<file path="src/rtl/fetch_queue_pkg.sv">
// Shared pipeline definitions for the fetch front end:
// widths, instruction field positions and the queued fetch entry.
package fetch_queue_pkg;

    localparam int ADDR_W  = 8;
    localparam int INSTR_W = 16;

    localparam int OPC_HI = 15;
    localparam int OPC_LO = 11;
    localparam int RD_HI  = 10;
    localparam int RD_LO  = 8;
    localparam int R1_HI  = 7;
    localparam int R1_LO  = 4;
    localparam int R2_HI  = 3;
    localparam int R2_LO  = 0;

    typedef struct packed {
        logic [ADDR_W-1:0]  pc;
        logic [INSTR_W-1:0] instr;
    } fetch_entry_t;

endpackage

</file>
<file path="src/rtl/fq_fifo.sv">
// Register FIFO holding fetched {pc, instr} entries.
// Clear drops all entries by snapping the read pointer to the write pointer.
module fq_fifo #(
    parameter int DEPTH = 4,
    parameter int W     = 24,
    localparam int PW   = $clog2(DEPTH),
    localparam int CW   = $clog2(DEPTH + 1)
) (
    input  logic          clk,
    input  logic          rst,
    input  logic          clr,
    input  logic          push,
    input  logic [W-1:0]  push_data,
    input  logic          pop,
    output logic [W-1:0]  head,
    output logic [CW-1:0] count
);

    logic [W-1:0]  mem_q [DEPTH];
    logic [W-1:0]  mem_d [DEPTH];
    logic [PW-1:0] rd_ptr_q, rd_ptr_d;
    logic [PW-1:0] wr_ptr_q, wr_ptr_d;
    logic [CW-1:0] count_q, count_d;
    logic          do_push, do_pop;

    always_comb begin
        do_push  = push & ~clr;
        do_pop   = pop & ~clr & (count_q != '0);
        mem_d    = mem_q;
        rd_ptr_d = rd_ptr_q;
        wr_ptr_d = wr_ptr_q;
        count_d  = count_q;
        if (clr) begin
            rd_ptr_d = wr_ptr_q;
            count_d  = '0;
        end else begin
            if (do_push) begin
                mem_d[wr_ptr_q] = push_data;
                wr_ptr_d        = wr_ptr_q + 1'b1;
            end
            if (do_pop) begin
                rd_ptr_d = rd_ptr_q + 1'b1;
            end
            if (do_push && !do_pop) begin
                count_d = count_q + 1'b1;
            end else if (!do_push && do_pop) begin
                count_d = count_q - 1'b1;
            end
        end
    end

    always_ff @(posedge clk or posedge rst) begin
        if (rst) begin
            for (int i = 0; i < DEPTH; i++) begin
                mem_q[i] <= '0;
            end
            rd_ptr_q <= '0;
            wr_ptr_q <= '0;
            count_q  <= '0;
        end else begin
            mem_q    <= mem_d;
            rd_ptr_q <= rd_ptr_d;
            wr_ptr_q <= wr_ptr_d;
            count_q  <= count_d;
        end
    end

    assign head  = mem_q[rd_ptr_q];
    assign count = count_q;

    // Occupancy includes the in-flight read, so a push never meets a full queue.
    push_into_full: assert property (
        @(posedge clk) disable iff (rst)
        push |-> (count_q != CW'(DEPTH))
    );

endmodule

</file>
<file path="src/rtl/fetch_queue.sv">
// Fetch PC, single outstanding ROM read and decoupling queue to decode.
// Redirect squashes the queue and the in-flight read and restarts fetch.
module fetch_queue #(
    parameter int DEPTH   = 4,
    parameter int ADDR_W  = fetch_queue_pkg::ADDR_W,
    parameter int INSTR_W = fetch_queue_pkg::INSTR_W
) (
    input  logic               clk,
    input  logic               rst,
    output logic [ADDR_W-1:0]  rom_addr,
    output logic               rom_en,
    input  logic [INSTR_W-1:0] rom_instr,
    input  logic               redirect,
    input  logic [ADDR_W-1:0]  redirect_addr,
    input  logic               stall,
    output logic               out_valid,
    output logic [ADDR_W-1:0]  out_pc,
    output logic [INSTR_W-1:0] out_instr,
    output logic [4:0]         out_opcode,
    output logic [2:0]         out_rd,
    output logic [3:0]         out_r1,
    output logic [3:0]         out_r2
);

    import fetch_queue_pkg::*;

    localparam int CW = $clog2(DEPTH + 1);
    localparam int EW = ADDR_W + INSTR_W;
    localparam logic [CW:0] DEPTH_L = (CW + 1)'(DEPTH);

    logic [ADDR_W-1:0] fpc_q, fpc_d;
    logic [ADDR_W-1:0] inflight_pc_q, inflight_pc_d;
    logic              inflight_v_q, inflight_v_d;
    logic              deq, enq, issue;
    logic [CW:0]       occ;
    logic [CW-1:0]     count;
    logic [EW-1:0]     head;

    always_comb begin
        deq   = out_valid & ~stall & ~redirect;
        enq   = inflight_v_q & ~redirect;
        occ   = {1'b0, count}
              + {{CW{1'b0}}, inflight_v_q}
              - {{CW{1'b0}}, deq};
        issue = ~redirect & (occ < DEPTH_L);

        fpc_d         = fpc_q;
        inflight_pc_d = inflight_pc_q;
        inflight_v_d  = issue;
        if (redirect) begin
            fpc_d = redirect_addr;
        end else if (issue) begin
            fpc_d         = fpc_q + 1'b1;
            inflight_pc_d = fpc_q;
        end
    end

    always_ff @(posedge clk or posedge rst) begin
        if (rst) begin
            fpc_q         <= '0;
            inflight_pc_q <= '0;
            inflight_v_q  <= 1'b0;
        end else begin
            fpc_q         <= fpc_d;
            inflight_pc_q <= inflight_pc_d;
            inflight_v_q  <= inflight_v_d;
        end
    end

    fq_fifo #(
        .DEPTH (DEPTH),
        .W     (EW)
    ) u_fifo (
        .clk       (clk),
        .rst       (rst),
        .clr       (redirect),
        .push      (enq),
        .push_data ({inflight_pc_q, rom_instr}),
        .pop       (deq),
        .head      (head),
        .count     (count)
    );

    assign rom_addr   = fpc_q;
    assign rom_en     = issue;
    assign out_valid  = (count != '0);
    assign out_pc     = out_valid ? head[EW-1:INSTR_W] : '0;
    assign out_instr  = out_valid ? head[INSTR_W-1:0] : '0;
    assign out_opcode = out_instr[OPC_HI:OPC_LO];
    assign out_rd     = out_instr[RD_HI:RD_LO];
    assign out_r1     = out_instr[R1_HI:R1_LO];
    assign out_r2     = out_instr[R2_HI:R2_LO];

endmodule

</file>
<file path="config.mk">
export PLATFORM = sky130hd
export DESIGN_NAME = fetch_queue
export DESIGN_NICKNAME = d
export VERILOG_FILES = /design/src/rtl/fetch_queue_pkg.sv /design/src/rtl/fq_fifo.sv /design/src/rtl/fetch_queue.sv
export SDC_FILE = /design/constraint.sdc
export NUM_CORES = 1
export LEC_CHECK = 0
export CORE_MARGIN = 2
export CORE_UTILIZATION = 54
export DETAILED_ROUTE_END_ITERATION = 6
export HOLD_SLACK_MARGIN = 0.06
export PLACE_DENSITY_LB_ADDON = 0.05
export SYNTH_ARGS = -nofsm -noshare
export SYNTH_HDL_FRONTEND = slang
export SYNTH_SLANG_ARGS = --single-unit
</file>
<file path="constraint.sdc">
create_clock -name clk -period 5.25 [get_ports clk]
set_clock_uncertainty 0.15 [all_clocks]
set_input_delay 1.05 -clock clk [delete_from_list [all_inputs] [get_ports clk]]
set_output_delay 1.05 -clock clk [all_outputs]
set_load 0.005 [all_outputs]
</file>
Word-level counts from Yosys, hierarchy flattened. Cells that the tools add are included.

Order comparisons: 4. Reduce and logical (&&, ||, !) cells: 11. $add $sub $neg: 7. Bitwise operators: 11. Muxes and demuxes: 15.

Operators with widths (number): $bwmux W96 (1); $mux W24 (3); $bmux W24 S2 (1); $demux W24 S2 (1); $mux W8 (3); $mux W16 (1); $mux W3 (3); $add A8 B1 Y8 const B (1); $and A1 B1 Y1 (7); $ge A3 B3 Y1 const B (2); $not A2 Y3 (2); $reduce_bool A3 Y1 (2); $add A2 B1 Y2 const B (2); $add A3 B1 Y4 (1); $lt A4 B3 Y1 const B (1); $mux W2 (2); $reduce_and A2 Y1 (2); $reduce_bool A2 Y1 (2); $sub A4 B1 Y4 (1); $add A3 B1 Y3 const B (1); $logic_and A1 B1 Y1 (3); $lt A3 B1 Y1 const B (1); $sub A3 B1 Y3 const B (1); $logic_not A1 Y1 (2); $not A1 Y1 (2).

Output and inout port bits: 50. Bits in registers: 120. Logic and storage cells: 58.

Depth between registers and ports, before layout.
Word-level depth: 9. Mapped depth: 11.

By module. From an unflattened synthesis, not the netlist that was laid out.

Cells, all modules: 428. Area total of the unflattened synthesis: 6423.7 um^2.

By module, submodules not included: fq_fifo (cells an instance 285, sequential area each 2577.5 um^2, area an instance 5113.7 um^2, times used 1); fetch_queue (cells an instance 143, sequential area each 425.4 um^2, area an instance 1310.0 um^2, times used 1).

Worst setup path after synthesis. OpenSTA, ideal clock, no wires.

Path kind: input-to-output. Start point: input port redirect. End point: output port rom_en. Cell stages on the path: 10. Slack: 0.703 ns. Required time: 4.050 ns. Arrival time: 3.347 ns. Cell sequence: clkbuf_1 > nor3_1 > ha_1 > inv_1 > ha_1 > and3b_1 > buf_6 > or4_1 > buf_2 > a21oi_4.

Word-level cells in the longest chain between the ends: 5.

RTL lines: start: declaration (line fetch_queue.sv:13) `input logic redirect,`; $not A1 Y1 (no source line) *; $and A1 B1 Y1 (line fetch_queue.sv:40) `deq = out_valid & ~stall & ~redirect;`; $sub A4 B1 Y4 (line fetch_queue.sv:44) `- {{CW{1'b0}}, deq};`; $lt A4 B3 Y1 (line fetch_queue.sv:45) `issue = ~redirect & (occ < DEPTH_L);`; $and A1 B1 Y1 * (line fetch_queue.sv:45); end: declaration (line fetch_queue.sv:11) `output logic rom_en,`.

Mark *: on every way between the ends. The rest lies on a longest branch, timed or not.

Worst setup path in the final report.
Start point: input port stall. End point: output port rom_en.

Word-level cells in the longest chain between the ends: 6.

RTL lines: start: declaration (line fetch_queue.sv:15) `input logic stall,`; $not A1 Y1 (line fetch_queue.sv:40); $and A1 B1 Y1 (2 in a row) (line fetch_queue.sv:40); $sub A4 B1 Y4 (line fetch_queue.sv:44); $lt A4 B3 Y1 (line fetch_queue.sv:45); $and A1 B1 Y1 (line fetch_queue.sv:45).

Every way passes these cells.

==> out/qor.yml <==
status:
  status: "completed"
clock_network:
  post_cts_buffers: 0
  clkSlewWorstSetupHoldPaths_ps: 50
  htreeDepth: 4
  cts_resized: 0
  numCtsBuffers: 17
  cts_buffer_depth: 2
  cts_root_buf: "clkbuf_8"
  cts_tree: "yes"
  clock_latency_ps: 510
  cts_hold_buf: 0
  cts.sinks: 120
logic_synthesis:
  synthTopCellsByArea: "dfrtp_1, mux2_2, mux4_2"
  ys_types: 42
  yosysWarnings: 0
  synthMuxAreaShare: 0.301
  syn_inst: 423
  synth_top_family_by_area: "multiplexers"
  synth.avg_cell_area_um2: 13.8
  synth_largest_area_cell: "dfrtp_1"
  synth-seq-cells: 120
  synth_ff_type: "dfrtp_1"
  async_flop_share: 1.00
  synth_fa_ha_area_frac: 0.0206
  yosysTopAreaCellShare: 0.515
  synth_xor_area_frac: 0.00750
  synth_nets: 460
  synthSimpleGateAreaFrac: 0.0755
  yosysSeqAreaShare: 0.515
  synth_area_mm2: 0.00584
  synth-edff-count: 0
  synth-compound-area-share: 0.0343
route:
  viasPerCell: 5.69
  dr.pass1.iters: 5
  detail-route-antenna-nets: 0
  drc: 0
  finalWirelength_mm: 11.4
  vias: 3636
  wl_per_cell_um: 17.8
  drt-initial-drc-count: 135
global_routing:
  grt.met2_usage: 0.359
  track_usage: 0.220
  use_met3: 0.0488
  met1_usage: 0.289
  busiest_layer: "met2"
  antenna_found_initial: 0
  globalRoute.totalOverflow: 0
  grt_first_pass_wirelength_mm: 19.3
  grt_pass1_vias: 3855
  grt_start_max_net_pins: 70
placed_design:
  dpl.cell_count: 607
  portBuffers: 77
  pre_cts_ws_ps: 185
  hpwl_mm: 7.19
  globalplace.congestion: 0.839
floorplan:
  initial_utilization: 0.560
  ioPinCount: 78
  die_area_mm2: 0.0117
  core_area_mm2: 0.0104
  core.rowCount: 37
  die_h_um: 108
  die_w_um: 108
cells_and_area:
  final_cell_count_no_fill: 639
  num_antenna_cells: 0
  nFillCells: 724
  multi_input_area_mm2: 0.00256
  nets: 527
  final_common_cell: "dfrtp_1"
  drive_above_1_share: 0.348
  layout_common_cells: "dfrtp_1, mux2_2, clkdlybuf4s50_1, nor2b_1, mux4_2"
  synthToLayoutAreaGrowth_pct: 24.0
  regArea_mm2: 0.00300
pwr:
  cellLeakagePower_nw: 3.05
  switching_share: 0.296
  seqPwrFrac: 0.355
  p_int_mw: 3.47
  comb_power_share: 0.411
  ir_drop_uv: 427
  pwr-share-clk: 0.234
  power_density_mw_per_mm2: 681
  p_switching_mw: 1.46
min_path:
  hp-class: "reg -> reg"
timing:
  fin_crit_ps: 5110
  fin_setup_tns_ps: 0
  finalHoldViolCount: 0
  setup_viol: 0
  tightest_slew_ps: 905
  period_share: 0.974
  whs_ps: 348
  post-route-worst-setup-slack_ps: 139
  max_freq_mhz: 196
  relSlewSlack: 0.397
  grt_setup_unrepaired: "false"
  slew_violations: 0
run:
  drv_cap: 0
worst_setup_path:
  startpoint_type: "input port"
  path_cells: "clkdlybuf4s50_1 -> nor3_1 -> ha_1 -> inv_1 -> ha_1 -> and3b_1 -> or4_1 -> a21oi_4 -> clkdlybuf4s50_1"
  cpPeakStageDelay_ps: 640
  cp.arrival_ps: 3910
  endpoint_kind: "output port"
  crit_fanout: 8
  crit_type: "in -> out"
  critPathSlowestCell: "or4_1"
  required_ps: 4050
## power groups by stage
stage          clock network (mW)  registers [mW]  logic [mW]
6_report                     1.16            1.75        2.03
5_1_grt                      1.22            1.82        2.21
2_1_floorplan                   0            1.57        1.48
4_1_cts                      1.18            1.75        2.06
3_3_place_gp                    0            1.73        2.00
3_5_place_dp                    0            1.76        2.04
## stage by stage
| step | cell area (um2) | util | power [mW] |
|---|---|---|---|
| final | 7240 | 0.695 | 4.93 |
| after global routing | 7240 | 0.695 | 5.26 |
| after CTS | 7240 | 0.695 | 4.99 |
| after detailed placement | 6640 | 0.637 | 3.81 |
| after global placement | 6640 | 0.637 | 3.73 |
| after floorplan | 5840 | - | 3.04 |
## sequential cells by signal, summed over array words and instances (netlist names)
name,count
inflight_pc_q,8
inflight_v_q,1
rom_addr,8
u_fifo.count,3
u_fifo.mem_q,96
u_fifo.rd_ptr_q,2
u_fifo.wr_ptr_q,2
## Yosys cell counts (all sizes together), types with 2 or more instances
| cell type | instances |
|---|---|
| dfrtp | 120 |
| nor2b | 32 |
| nor3 | 3 |
| nand3 | 8 |
| a221oi | 2 |
| and4 | 2 |
| or4 | 2 |
| a21oi | 4 |
| buf | 30 |
| ha | 8 |
| o21ai | 9 |
| clkbuf | 10 |
| nand2 | 10 |
| nor4 | 3 |
| o311ai | 2 |
| xnor2 | 5 |
| o211ai | 2 |
| inv | 12 |
| nor2 | 9 |
| nor3b | 4 |
| mux4 | 24 |
| mux2 | 107 |
## kinds of logic (layout without fill, tap and decap cells)
group / count (synthesis) / count (layout)
AO/OA/AOI/OAI: 28 / 28
multiplexers: 132 / 132
adder cells (fa/ha/maj): 9 / 9
XOR/XNOR: 5 / 5
buffers and inverters: 52 / 132
flip-flops: 120 / 120
AND/OR/NAND/NOR: 77 / 77
## path summary, 6_finish.rpt
kind	depth (start not counted)	slack [ps]	startpoint	end
worst max-delay path	9	140	stall	rom_en
worst min-delay path	1	350	u_fifo.mem_q[31]$_DFFE_PP0P_	u_fifo.mem_q[31]$_DFFE_PP0P_
worst max register to register	10	2090	u_fifo.count[2]$_DFFE_PP0P_	inflight_pc_q[1]$_DFFE_PP0P_
worst min register to register	1	350	u_fifo.mem_q[31]$_DFFE_PP0P_	u_fifo.mem_q[31]$_DFFE_PP0P_
max in group asynchronous	3	3120	rst	rom_addr[3]$_DFFE_PP0P_
min in group asynchronous	2	920	rst	u_fifo.mem_q[81]$_DFFE_PP0P_
## area by class of cell
class                   count  area share
clock inverters             8      0.0162
repair buffers             88       0.118
multi-input cells         251       0.354
well taps                 136      0.0235
clock buffers              24      0.0664
inverters                  12     0.00657
flip-flops and latches    120       0.415
## critical path, delay by kind of cell
family,cells,cell delay (ps)
fa+ha+maj,2,470
buf+inv,3,1020
compound gates,1,180
simple gates,3,1200
## routing by layer
layer,routed length [um],share of wire,up-vias
li1,-,-,1668
met1,5200,0.46,1864
met2,5640,0.49,92
met3,425,0.037,12
met4,133,0.012,0
met5,0,0,-
Power figures use the tool's default switching activity.
==> edit: new RTL, config.mk and constraints unchanged <==
Make the reset (`rst`) synchronous in 2 clocked blocks.
--- a/src/rtl/fq_fifo.sv
+++ b/src/rtl/fq_fifo.sv
@@ -49,7 +49,7 @@
         end
     end
 
-    always_ff @(posedge clk or posedge rst) begin
+    always_ff @(posedge clk) begin
         if (rst) begin
             for (int i = 0; i < DEPTH; i++) begin
                 mem_q[i] <= '0;
--- a/src/rtl/fetch_queue.sv
+++ b/src/rtl/fetch_queue.sv
@@ -55,7 +55,7 @@
         end
     end
 
-    always_ff @(posedge clk or posedge rst) begin
+    always_ff @(posedge clk) begin
         if (rst) begin
             fpc_q         <= '0;
             inflight_pc_q <= '0;
Function: differs if rst is asserted again (counterexample within 4 cycles, from zero or initial values and one cycle with rst high); with rst held inactive, the same outputs for 4 cycles.
==> edit against the unedited design <==
Final area is 6.9% lower. Wire length is 16% higher. Synthesized area is 6.6% lower. Critical path depth stayed put. Worst setup slack better by 0.36 ns. Highest routed layer unchanged. Count of clock-buffer cells in the layout is 6 lower. Sequential cell count stayed put.
Power is not compared: it rests on default switching activity, and its combinational part moved more than twofold at a synthesized area within 25%.
==> edit: results (changes against the unedited design) <==
- Status: complete, no violations
- Grt total ovfl: 0 (unchanged)
- Share of layout cells above drive strength 1: 10.0% (-25 points)
- Router iterations before antenna repair: 5 (unchanged)
- Switch Pwr: 540 µW
- Worst setup SP type: primary input
- GRT Total Usage: 24.9% (+2.9 points)
- Peak supply drop: 186 µV
- Register area share after synthesis: 44.1% (-7.4 points)
- Worst hold path type: flip-flop to flip-flop
- Clk Tree Root Cell: clkbuf_8
- Nets: 712 (+35%)
- Drt total wl: 13200 µm (+16%)
- PostCTS Resize Cnt: 0 (unchanged)
- Final GP Congestion: 0.902 (+7.6%)
- Clk_lat worst skew: 0.52 ns
- CTS Buffer Depth: 2 (unchanged)
- Vias post-DR: 4480 (+23%)
- Yosys cell types: 36 (-14%)
- Biggest register: u_fifo.mem_q
- Crit Path Max Fanout: 7 (-1)
- Global-route wire length before repair: 21500 µm (+12%)
- Worst-Margin Slew: 1.21 ns (+0.308 ns)
- Asr flop ratio synth: 0% (-100 points)
- Clock transition at path regs: 0.06 ns
- Postcts setup bufs: 0 (unchanged)
- Predominant post-synthesis flop cell: dfxtp_1
- CP max stage delay: 0.55 ns (-0.09 ns)
- Slowest cell on crit path: clkdlybuf4s50_1
- Synth Warn #: 0 (unchanged)
- Ranking of synthesized cells by area: dfxtp_1 (44%), nand2_1 (14%), mux4_2 (9.9%)
- Post-Place Setup Slack: 0.512 ns (+0.327 ns)
- CTS H-tree lvls: 4 (unchanged)
- DP HPWL: 7700 µm (+7.1%)
- Top delay family on crit path: buffers and inverters
- Initial DRC Count: 238 (+76%)
- Synthesized net count: 673 (+46%)
- Fillers: 803 (+11%)
- Worst Path Arrival: 3.55 ns (-0.36 ns)
- Pin count of the biggest net entering global routing: 122 (+74%)
- Antenna diodes: 0 (unchanged)
- Post-synth top cells: nand2_1 (199), dfxtp_1 (120), a21oi_1 (98), clkbuf_1 (31), mux4_2 (24)
- Total CTS buffers: 17 (unchanged)
-- edit: changes by cell type after synthesis, moves of 6 or more --
cell / change
nor2b_1: -12
dfrtp_1: -120
mux2i_1: +9
nor2_1: +13
a211oi_1: +6
mux2_2: -107
nand2_1: +189
o21ai_0: -8
dfxtp_1: +120
clkbuf_1: +21
a21oi_1: +95
-- edit: kinds of logic after synthesis --
kind of cell	count (synthesis)	share of synthesized area (%)
buf+inv	75	7.07
flops	120	44.1
compound gates	116	11.7
simple gates	268	21.1
mux	34	11.7
xor+xnor	12	1.93
fa+ha+maj	10	2.43
-- edit: layer usage --
metal,GRT usage (%),wire length (µm),vias to the layer above
met5,0,0,-
met4,8.20,114,0
met3,6.77,890,14
met2,44.1,6700,154
met1,29.0,5470,2123
li1,-,-,2189
-- edit: area by class of cell --
cell class                      instances  share of cell area (%)
Clock inverter                         14                    3.29
Multi-Input combinational cell        440                    39.6
Timing Repair Buffer                   81                    11.8
Inverter                               14                   0.780
Clock buffer                           18                    6.35
Sequential cell                       120                    35.7
Tap cell                              133                    2.47
-- edit: through the flow --
stage | instances | area, µm²
finish | 820 | 6740
global route | 820 | 6740
CTS | 820 | 6740
detailed placement | 788 | 6090
global placement | 788 | 6090
floorplan | 635 | 5450
-- edit: final timing paths --
kind              slack [ns]  cells past startpoint               end        startpoint
setup / recovery        0.50                      9            rom_en             stall
hold / removal          0.30                      2  u_fifo.mem_q[73]  u_fifo.mem_q[73]
setup reg to reg        2.34                     11  inflight_pc_q[1]   u_fifo.count[2]
hold reg to reg         0.30                      2  u_fifo.mem_q[73]  u_fifo.mem_q[73]
-- edit: power groups by stage --
stage / registers, µW / logic (µW) / clock network [µW]
after CTS: 963 / 166 / 1270
after global placement: 981 / 161 / 0
final: 963 / 166 / 1260
after detailed placement: 982 / 165 / 0
after floorplan: 964 / 113 / 0
after global routing: 966 / 180 / 1320
-- edit: tightest hold or removal path, cell delays in order, from the launching register on --
cell	delay (ns)
dfxtp_1	0.31
nand2_1	0.05
a21oi_1	0.05
